File: src/rtl/fetch_queue.sv
// Instruction-fetch front end: sequential imem reads with miss tolerance, a DEPTH-entry
// {inst, pc} FIFO toward decode, and redirect-driven flush with in-flight squash.
module fetch_queue #(
    parameter int unsigned AW    = 16,
    parameter int unsigned DEPTH = 4,
    parameter logic [31:0] BOOT  = 32'h0000_0000
) (
    input  logic                       clk,
    input  logic                       rst_n,
    input  logic                       redirect,
    input  logic [31:0]                redirect_pc,
    output logic [AW-1:0]              imem_addr,
    output logic                       imem_oe,
    input  logic [31:0]                imem_rdata,
    input  logic                       imem_ready,
    output logic                       out_valid,
    output logic [31:0]                out_inst,
    output logic [31:0]                out_pc,
    input  logic                       out_ready,
    output logic [$clog2(DEPTH+1)-1:0] level
);
    localparam int unsigned CW = $clog2(DEPTH + 1);
    localparam int unsigned PW = $clog2(DEPTH);

    typedef enum logic [1:0] {StIdle, StWait, StWaitDrop} state_e;

    state_e        state_q, state_d;
    logic [31:0]   fetch_pc_q, fetch_pc_d;
    logic [31:0]   req_pc_q, req_pc_d;
    logic [CW-1:0] count_q, count_d;
    logic [PW-1:0] rd_ptr_q, rd_ptr_d;
    logic [PW-1:0] wr_ptr_q, wr_ptr_d;

    logic [31:0]   inst_mem [DEPTH];
    logic [31:0]   pc_mem   [DEPTH];

    logic          inflight, drop, resp, miss, push_credit, issue, push, pop;
    logic [CW:0]   need;

    assign inflight    = (state_q != StIdle);
    assign drop        = (state_q == StWaitDrop);
    assign resp        = inflight && imem_ready;
    assign miss        = inflight && !imem_ready;
    assign push_credit = resp && !drop;

    // Credit check counts the word landing this cycle but not a concurrent pop.
    assign need  = {1'b0, count_q} + (CW + 1)'(push_credit);
    assign issue = rst_n && !redirect && (!inflight || resp) && !miss &&
                   (need < (CW + 1)'(DEPTH));

    assign push = push_credit && !redirect;
    assign pop  = out_valid && out_ready && !redirect;

    assign imem_oe   = issue;
    assign imem_addr = miss ? req_pc_q[AW-1:0] : fetch_pc_q[AW-1:0];
    assign out_valid = (count_q != '0);
    assign out_inst  = inst_mem[rd_ptr_q];
    assign out_pc    = pc_mem[rd_ptr_q];
    assign level     = count_q;

    always_comb begin
        state_d = state_q;
        unique case (state_q)
            StIdle: begin
                if (issue) state_d = StWait;
            end
            StWait: begin
                if (redirect) begin
                    state_d = imem_ready ? StIdle : StWaitDrop;
                end else if (imem_ready) begin
                    state_d = issue ? StWait : StIdle;
                end
            end
            StWaitDrop: begin
                if (imem_ready) state_d = issue ? StWait : StIdle;
            end
            default: state_d = StIdle;
        endcase
    end

    always_comb begin
        fetch_pc_d = fetch_pc_q;
        req_pc_d   = req_pc_q;
        count_d    = count_q;
        rd_ptr_d   = rd_ptr_q;
        wr_ptr_d   = wr_ptr_q;
        if (redirect) begin
            fetch_pc_d = redirect_pc & ~32'd3;
            count_d    = '0;
            rd_ptr_d   = '0;
            wr_ptr_d   = '0;
        end else begin
            if (issue) begin
                fetch_pc_d = fetch_pc_q + 32'd4;
                req_pc_d   = fetch_pc_q;
            end
            if (push) wr_ptr_d = wr_ptr_q + PW'(1);
            if (pop)  rd_ptr_d = rd_ptr_q + PW'(1);
            count_d = count_q + CW'(push) - CW'(pop);
        end
    end

    always_ff @(posedge clk or negedge rst_n) begin
        if (!rst_n) begin
            state_q    <= StIdle;
            fetch_pc_q <= BOOT;
            req_pc_q   <= BOOT;
            count_q    <= '0;
            rd_ptr_q   <= '0;
            wr_ptr_q   <= '0;
        end else begin
            state_q    <= state_d;
            fetch_pc_q <= fetch_pc_d;
            req_pc_q   <= req_pc_d;
            count_q    <= count_d;
            rd_ptr_q   <= rd_ptr_d;
            wr_ptr_q   <= wr_ptr_d;
        end
    end

    always_ff @(posedge clk) begin
        if (push) begin
            inst_mem[wr_ptr_q] <= imem_rdata;
            pc_mem[wr_ptr_q]   <= req_pc_q;
        end
    end

endmodule

File: config.mk
export PLATFORM = sky130hd
export DESIGN_NAME = fetch_queue
export DESIGN_NICKNAME = d
export VERILOG_FILES = /design/src/rtl/fetch_queue.sv
export SDC_FILE = /design/constraint.sdc
export NUM_CORES = 1
export LEC_CHECK = 0
export ABC_CLOCK_PERIOD_IN_PS = 7150
export CAP_MARGIN = 20
export CORE_ASPECT_RATIO = 0.8
export CORE_MARGIN = 5
export CORE_UTILIZATION = 48
export CTS_BUF_LIST = sky130_fd_sc_hd__clkbuf_2 sky130_fd_sc_hd__clkbuf_4 sky130_fd_sc_hd__clkbuf_8
export DETAILED_ROUTE_END_ITERATION = 8
export GPL_TIMING_DRIVEN = 0
export PLACE_DENSITY = 0.7
export SYNTH_ARGS = -nofsm -noshare
export SYNTH_HDL_FRONTEND = slang
export SYNTH_SLANG_ARGS = --single-unit
File: constraint.sdc
create_clock -name clk -period 7.15 [get_ports clk]
set_clock_uncertainty 0.15 [all_clocks]
set_input_delay 1.7875 -clock clk [delete_from_list [all_inputs] [get_ports clk]]
set_output_delay 1.7875 -clock clk [all_outputs]
set_load 0.01 [all_outputs]
Word level (Yosys, flattened, before mapping)
Memory sizes are Yosys's and may differ from the RTL's.
Cells that the tools add are included.
Storage, ports and cells
  logic and storage cells: 58
  register bits after elaboration: 73
  memories: 2
  memory bits (writable): 256
  input bits: 69
Operators by class
  equality and inequality tests: 3
  reduce and logical (&&, ||, !) cells: 23
  mux-type cells: 16
  $add $sub $neg: 6
  bitwise gates (word level): 1
  magnitude comparators: 1
Memories
  inst_mem: words 4, bits a word 32, read ports 1, clocked after memory_dff 0, write ports 1, RTL line 34  | logic [31:0] inst_mem [DEPTH];
  pc_mem: words 4, bits a word 32, read ports 1, clocked after memory_dff 0, write ports 1, RTL line 35  | logic [31:0] pc_mem [DEPTH];
Operators by type and width (count)
  2-to-1 mux 32 bit: 2
  adder 32 x 3 -> 32 bit, second input constant: 1
  2-to-1 mux 16 bit: 1
  2-to-1 mux 2 bit: 8
  logical AND 1 bit: 10
  nonzero test 2 bit: 4
  case mux 2 bit (3 select lines): 1
  zero test 1 bit: 5
  adder 2 x 1 -> 2 bit, second input constant: 2
  adder 3 x 1 -> 4 bit: 1
  less-than comparator 4 x 3 -> 1 bit, second input constant: 1
  adder 3 x 1 -> 3 bit: 1
  2-to-1 mux 1 bit: 3
  2-to-1 mux 3 bit: 1
  nonzero test 3 bit: 1
  subtractor 3 x 1 -> 3 bit: 1
  == test 2 x 1 -> 1 bit, second input constant: 1
  == test 2 bit, second input constant: 1
  zero test 2 bit: 1
  != test 2 bit, second input constant: 1
  AND reduction 2 bit: 1
  logical OR 1 bit: 1
  inverter 1 bit: 1

Logic depth before layout (Yosys ltp)
Gate-level depths: netlist of run 1.
  depth after elaboration: 10
  mapped depth: 11
  mapped depth without buffers: 10

Worst setup path before layout of run 1
No wires, ideal clock.
  kind: input to output
  start: input imem_ready
  end: output imem_addr[10]
  stages: 3
  slack: 2.518 ns
  buffers on the path: 1
  arrival: 2.694 ns
  path through: o21bai_4 clkbuf_1 mux2_2
Between the ends
  longest elaborated chain between the ends: 3
Ends and longest elaborated chain
  start: declaration: RTL line 15  | input logic imem_ready,
  zero test 1 bit: RTL line 43  | assign miss = inflight && !imem_ready;
  logical AND 1 bit: RTL line 43
  2-to-1 mux 16 bit: RTL line 55  | assign imem_addr = miss ? req_pc_q[AW-1:0] : fetch_pc_q[AW-1:0];
  end: declaration: RTL line 12  | output logic [AW-1:0] imem_addr,
No other way between the ends.

Worst setup path after layout of run 1
  start: input imem_ready
  end: output imem_oe
Between the ends
  longest elaborated chain between the ends: 5
  elaborated cells on any way between the ends: 11
  those cells by class: add/sub: 1; order compare: 1; reduce/logical: 9
Ends and longest elaborated chain
  logical AND 1 bit / zero test 1 bit (equally long branches): RTL line 42, 43
  logical AND 1 bit, or another cell as far along: RTL line 44  | assign push_credit = resp && !drop;
  adder 3 x 1 -> 4 bit, or another cell as far along: RTL line 47  | assign need = {1'b0, count_q} + (CW + 1)'(push_credit);
  less-than comparator 4 x 3 -> 1 bit / logical AND 1 bit (equally long branches): RTL line 49, 48
  logical AND 1 bit *: RTL line 48  | assign issue = rst_n && !redirect && (!inflight || resp) && !miss &&
  end: declaration: RTL line 13  | output logic imem_oe,
Mark *: on every way between the ends. The rest lies on a longest branch, timed or not.

==> impl_metrics.env, run 1 <==
export IMPL_rows=53
export IMPL_busiest_layer="met2"
export IMPL_ys_ff_latch=317
export IMPL_synthesis_area_sq_um=13000
export IMPL_synth_edff_count=248
export IMPL_setup_viol=0
export IMPL_grt_setup_unrepaired="false"
export IMPL_fin_crit_ns=6.33
export IMPL_cp_start_kind="input pin"
export IMPL_grt_use_met2_pct=28.8
export IMPL_crit_path_max_incr_delay_ns=0.61
export IMPL_cpMostUsedCell="clkdlybuf4s50_1"
export IMPL_clock_sinks=317
export IMPL_grt_pass1_vias=7637
export IMPL_drc_errors=0
export IMPL_cap_violations=0
export IMPL_cts_buffers=50
export IMPL_clockBufferDepth=3
export IMPL_tightest_slew_ns=0.831
export IMPL_start_util_pct=49.0
export IMPL_use_met3_pct=4.13
export IMPL_die_w_microns=194
export IMPL_n_antenna_cell=0
export IMPL_leakage_nw=5.44
export IMPL_grt_max_degree=72
export IMPL_cts_max_level=2
export IMPL_timing_rr_start="level[1]"
export IMPL_min_to="pc_mem[2][29]"
export IMPL_drive_gt1_share_pct=24.2
export IMPL_drtIter0Drc=677
export IMPL_period_share_pct=88.5
export IMPL_hp_class="register to register"
export IMPL_ff2ff_path_depth=6
export IMPL_maxSlewHeadroom_pct=44.6
export IMPL_design_portCount=154
export IMPL_antenna_found_initial=0
export IMPL_fin_area_sq_um=16100
export IMPL_post_dp_cell_area_sq_um=15000
export IMPL_power_density_nw_per_um2=306
export IMPL_via_per_inst=5.70
export IMPL_hp_start="req_pc_q[29]"
export IMPL_synthToLayoutAreaGrowth_pct=24.2
export IMPL_fmax_mhz=158
export IMPL_cp_end_kind="primary output"
export IMPL_cts_setup_buffers=0
export IMPL_gr_usage_all_layers_pct=18.6
export IMPL_finalHoldViolCount=0
export IMPL_r2r_end="req_pc_q[5]"
export IMPL_dpl_hpwl_microns=18500
export IMPL_yosysWarnings=0
export IMPL_synth_distinct_cells=49
export IMPL_cts_resized=0
export IMPL_die_area_sq_um=30400
export IMPL_slew_viol_final=0
export IMPL_required_ns=5.21
export IMPL_arrival_ns=4.39
export IMPL_drtPass1Iterations=5
export IMPL_synth_flop_cell="edfxtp_1"
export IMPL_drt_wl_total_microns=28600
export IMPL_grt_pass1_wl_microns=44600
export IMPL_crit_buf_inv=3
export IMPL_hold_depth=0
export IMPL_cpLargestDelayFamily="buffers and inverters"
export IMPL_nets=1014
export IMPL_outcome="finished, final reports clean"
export IMPL_core_sq_um=26500
export IMPL_synth_area_per_cell_sq_um=17.8
export IMPL_fp_dieH_microns=157
export IMPL_clk_latency_ns=0.57
export IMPL_place_congestion=0.890
export IMPL_async_reset_ff_share_pct=21.8
export IMPL_rrSetupSlack_ns=4.28
export IMPL_clock_root_buffer="clkbuf_8"
export IMPL_vias=7582
export IMPL_synthCells=729
export IMPL_use_met1_pct=27.9
export IMPL_cts_tree="built"
export IMPL_wire_per_inst_microns=21.5
export IMPL_slowest_stage="clkdlybuf4s50_1"
export IMPL_clk_pin_slew_ns=0.06
export IMPL_vdd_ir_drop_max_mv=0.154
export IMPL_critical_path_class="input pin to primary output"
export IMPL_holdBufCountCts=0
export IMPL_port_buffers=147
export IMPL_seq_area_frac_synth_pct=70.7
export IMPL_worstPathCellList="clkdlybuf4s50_1, o21bai_4, nand2_1, nor3_1, buf_2, clkdlybuf4s50_1"
export IMPL_ant_nets=0
export IMPL_grt_overflow=0
export IMPL_crit_fanout=10
export IMPL_fin_util_pct=60.9
[how the worst max path moves through the flow]
stage	startpoint	depth (start not counted)	slack, ns	end
global route	imem_ready	6	0.73	imem_oe
CTS	imem_ready	6	0.83	imem_oe
finish	imem_ready	6	0.82	imem_oe
global placement	rst_n	5	-2.01	imem_oe
floorplan	imem_ready	3	2.52	imem_addr[10]
detailed placement	imem_ready	6	0.83	imem_oe
[layout make-up]
cell class / instances / area (sq um)
Clock buffer: 77 / 947
Clock inverter: 12 / 113
Timing Repair Buffer: 152 / 1610
Inverter: 11 / 41.3
Buffer: 47 / 216
Fill cell: 1960 / 10400
Tap cell: 357 / 447
Multi-Input combinational cell: 357 / 3560
Sequential cell: 317 / 9170
[through the flow]
step | setup slack, ns | cells | power (mW) | hold WS, ns | TNS [ns]
2_1_floorplan | 2.52 | 732 | 2.90 | 0.322 | 0
4_1_cts | 0.834 | 1330 | 4.99 | 0.375 | 0
3_5_place_dp | 0.833 | 1241 | 3.38 | 0.367 | 0
5_1_grt | 0.727 | 1330 | 5.16 | 0.385 | 0
3_3_place_gp | -2.01 | 1236 | 3.36 | 0.351 | -4.71
6_report | 0.819 | 1330 | 4.92 | 0.375 | 0
[logic make-up (layout without fill, tap and decap cells)]
family,after synthesis,count (layout),share of synthesized area [%]
AOI/OAI and AO/OA,71,71,4.37
xor gates and xnor gates,4,4,0.270
adders and majority gates,9,9,0.926
buffers and inverters,58,299,1.99
DFF,317,317,70.7
muxes,109,109,14.8
other,1,4,0.0289
and+or+nand+nor,160,160,6.89
[cells in the mapped netlist, types with 14 or more instances]
cell type  number  share of area (%)
buf_2          17               0.66
edfxtp_1      248                 57
mux4_2         62                 11
or4_1          16               0.93
clkbuf_1       21               0.61
nand2_1        25               0.72
nand3_1        17               0.66
mux2_2         45                3.9
nor2_1         34               0.98
a31oi_1        14               0.68
dfrtp_1        69                 13
nand4_1        14               0.68
[power breakdown]
part           total, mW  internal [mW]  switching [mW]
registers           2.36           2.21           0.153
logic              0.974          0.544           0.430
clock network       1.59          0.915           0.677
[state kept, by name (all words and copies together), names as in the netlist]
| name | count |
|---|---|
| inst_mem | 128 |
| pc_mem | 120 |
| fetch_pc_q | 30 |
| req_pc_q | 30 |
| level | 3 |
| rd_ptr_q | 2 |
| state_q | 2 |
| wr_ptr_q | 2 |
[per-layer routing]
layer,vias to the layer above,wire (microns)
met1,3858,13000
met3,32,2040
li1,3390,-
met4,0,311
met2,302,13200
met5,-,0
[layout by cell type (no fill, tap or decap), types with 6 or more instances in the layout]
cell type        instances
nand3_1                 17
o41ai_1                  9
nand2_1                 25
nor4_1                   7
clkbuf_4                18
buf_4                    6
o211ai_1                 8
inv_1                   11
clkbuf_1                21
dfrtp_1                 69
o2111ai_1                6
and4_1                   7
edfxtp_1               248
o31ai_1                 11
ha_1                     8
or4_1                   16
nand4_1                 14
mux2_2                  45
clkdlybuf4s50_1        146
nor2_1                  34
or2_2                    6
a31oi_1                 14
mux4_2                  62
nor2b_1                 13
buf_2                   17
clkbuf_8                59
No activity file was read; power rests on OpenSTA's default activity.
==> inputs of run 2 (changes only) <==
- PLACE_DENSITY: 0.7 -> not set
- PLACE_DENSITY_LB_ADDON: not set -> 0.2
==> run 2 against run 1 <==
  * First-iteration DRC count shrank 17%
  * Critical endpoint unchanged
  * Non-clock buffer count is the same
  * Global-route usage grew 0.22 points
  * Die area is the same
  * Largest cell class unchanged
==> impl_metrics.env, run 2 (synthesized netlist as in run 1, its figures left out) <==
export IMPL_instances_no_fill=1332
export IMPL_timing_rr_start="level[1]"
export IMPL_port_buffers=147
export IMPL_rows=53
export IMPL_wire_per_inst_microns=21.3
export IMPL_cts_tree="built"
export IMPL_crit_buf_inv=3
export IMPL_start_util_pct=49.0
export IMPL_met2WireLength_microns=13000
export IMPL_tightest_slew_ns=0.828
export IMPL_grt_setup_unrepaired="false"
export IMPL_ant_nets=0
export IMPL_top_register="inst_mem"
export IMPL_fin_area_sq_um=16000
export IMPL_drc_errors=0
export IMPL_design_portCount=154
export IMPL_clockBufferDepth=3
export IMPL_fillers=1996
export IMPL_r2r_end="req_pc_q[8]"
export IMPL_setup_viol=0
export IMPL_hold_depth=0
export IMPL_crit_path_max_incr_delay_ns=0.61
export IMPL_gr_usage_all_layers_pct=18.8
export IMPL_finalHoldViolCount=0
export IMPL_via_per_inst=5.63
export IMPL_hp_start="req_pc_q[17]"
export IMPL_worstPathCellList="clkdlybuf4s50_1, o21bai_4, nand2_1, nor3_1, buf_2, clkdlybuf4s50_1"
export IMPL_clock_root_buffer="clkbuf_8"
export IMPL_outcome="finished, final reports clean"
export IMPL_crit_fanout=10
export IMPL_critical_path_class="input pin to primary output"
export IMPL_cts_buffers=49
export IMPL_drive_gt1_share_pct=23.3
export IMPL_largest_register_ff_count=128
export IMPL_cts_setup_buffers=0
export IMPL_clk_pin_slew_ns=0.06
export IMPL_cpLargestDelayFamily="buffers and inverters"
export IMPL_power_density_nw_per_um2=297
export IMPL_fp_dieH_microns=157
export IMPL_cts_resized=0
export IMPL_grt_pass1_vias=7733
export IMPL_fmax_mhz=155
export IMPL_hp_class="register to register"
export IMPL_post_dp_cell_area_sq_um=15000
export IMPL_grt_overflow=0
export IMPL_rrSetupSlack_ns=4.28
export IMPL_die_w_microns=194
export IMPL_route_met3_wl_microns=1880
export IMPL_cp_end_kind="primary output"
export IMPL_mostFrequentLayoutCells="edfxtp_1 (248), clkdlybuf4s50_1 (146), dfrtp_1 (69), mux4_2 (62), clkbuf_8 (49)"
export IMPL_maxUsedRoutingLayer="met4"
export IMPL_slew_viol_final=0
export IMPL_nets=1013
export IMPL_dpl_hpwl_microns=18700
export IMPL_required_ns=5.21
export IMPL_core_sq_um=26500
export IMPL_fin_crit_ns=6.45
export IMPL_grt_max_degree=71
export IMPL_slowest_stage="clkdlybuf4s50_1"
export IMPL_period_share_pct=90.1
export IMPL_fin_tns_setup_ns=0
export IMPL_maxSlewHeadroom_pct=44.8
export IMPL_cap_violations=0
export IMPL_place_congestion=0.904
export IMPL_antenna_found_initial=1
export IMPL_power_mw=4.74
export IMPL_final_common_cell="edfxtp_1"
export IMPL_leakage_nw=5.38
export IMPL_holdBufCountCts=0
export IMPL_vias=7501
export IMPL_synthToLayoutAreaGrowth_pct=23.1
export IMPL_drtPass1Iterations=5
export IMPL_cp_start_kind="input pin"
export IMPL_whs_ns=0.375
export IMPL_cts_max_level=2
export IMPL_clk_latency_ns=0.57
export IMPL_top_regs="inst_mem (128), pc_mem (120)"
export IMPL_drt_wl_total_microns=28400
export IMPL_cpMostUsedCell="clkdlybuf4s50_1"
export IMPL_min_to="pc_mem[2][17]"
export IMPL_vdd_ir_drop_max_mv=0.139
export IMPL_clock_sinks=317
export IMPL_grt_pass1_wl_microns=44700
export IMPL_arrival_ns=4.51
export IMPL_drtIter0Drc=563
export IMPL_die_area_sq_um=30400
export IMPL_wl_met1_microns=12900
export IMPL_dp_cells=1241
export IMPL_ff2ff_path_depth=6
-- run 2: layout make-up --
class                           count  area [sq um]  area share [%]
Multi-Input combinational cell    357          3560            22.3
Inverter                           11          41.3           0.259
Buffer                             47           216            1.36
Antenna cell                        1          2.50          0.0157
Tap cell                          357           447            2.80
Timing Repair Buffer              152          1610            10.1
Sequential cell                   317          9170            57.4
Clock buffer                       62           772            4.83
Clock inverter                     28           149           0.932
-- run 2: worst max path at each step --
stage,from,endpoint,slack [ns],depth (start not counted)
global placement,rst_n,imem_oe,-2.17,5
global route,imem_ready,imem_oe,0.58,6
detailed placement,imem_ready,imem_oe,0.73,6
finish,imem_ready,imem_oe,0.70,6
floorplan,imem_ready,imem_addr[10],2.52,3
CTS,imem_ready,imem_oe,0.73,6
-- run 2: through the flow --
stage	setup WS, ns	util (%)
after global placement	-2.17	56.3
after floorplan	2.52	-
after global routing	0.581	60.4
final	0.704	60.4
after CTS	0.726	60.4
after detailed placement	0.729	56.9
-- run 2: report_power, final --
group / internal, mW / total [mW] / switching, mW
registers: 2.20 / 2.36 / 0.152
clock network: 0.720 / 1.41 / 0.689
logic: 0.544 / 0.972 / 0.428
total: 3.47 / 4.74 / 1.27
-- run 2: per-layer routing --
| layer | GRT usage, % | up-vias |
|---|---|---|
| met5 | 0 | - |
| met4 | 4.65 | 0 |
| met3 | 3.98 | 52 |
| met2 | 29.0 | 292 |
| met1 | 28.1 | 3761 |
| li1 | - | 3396 |
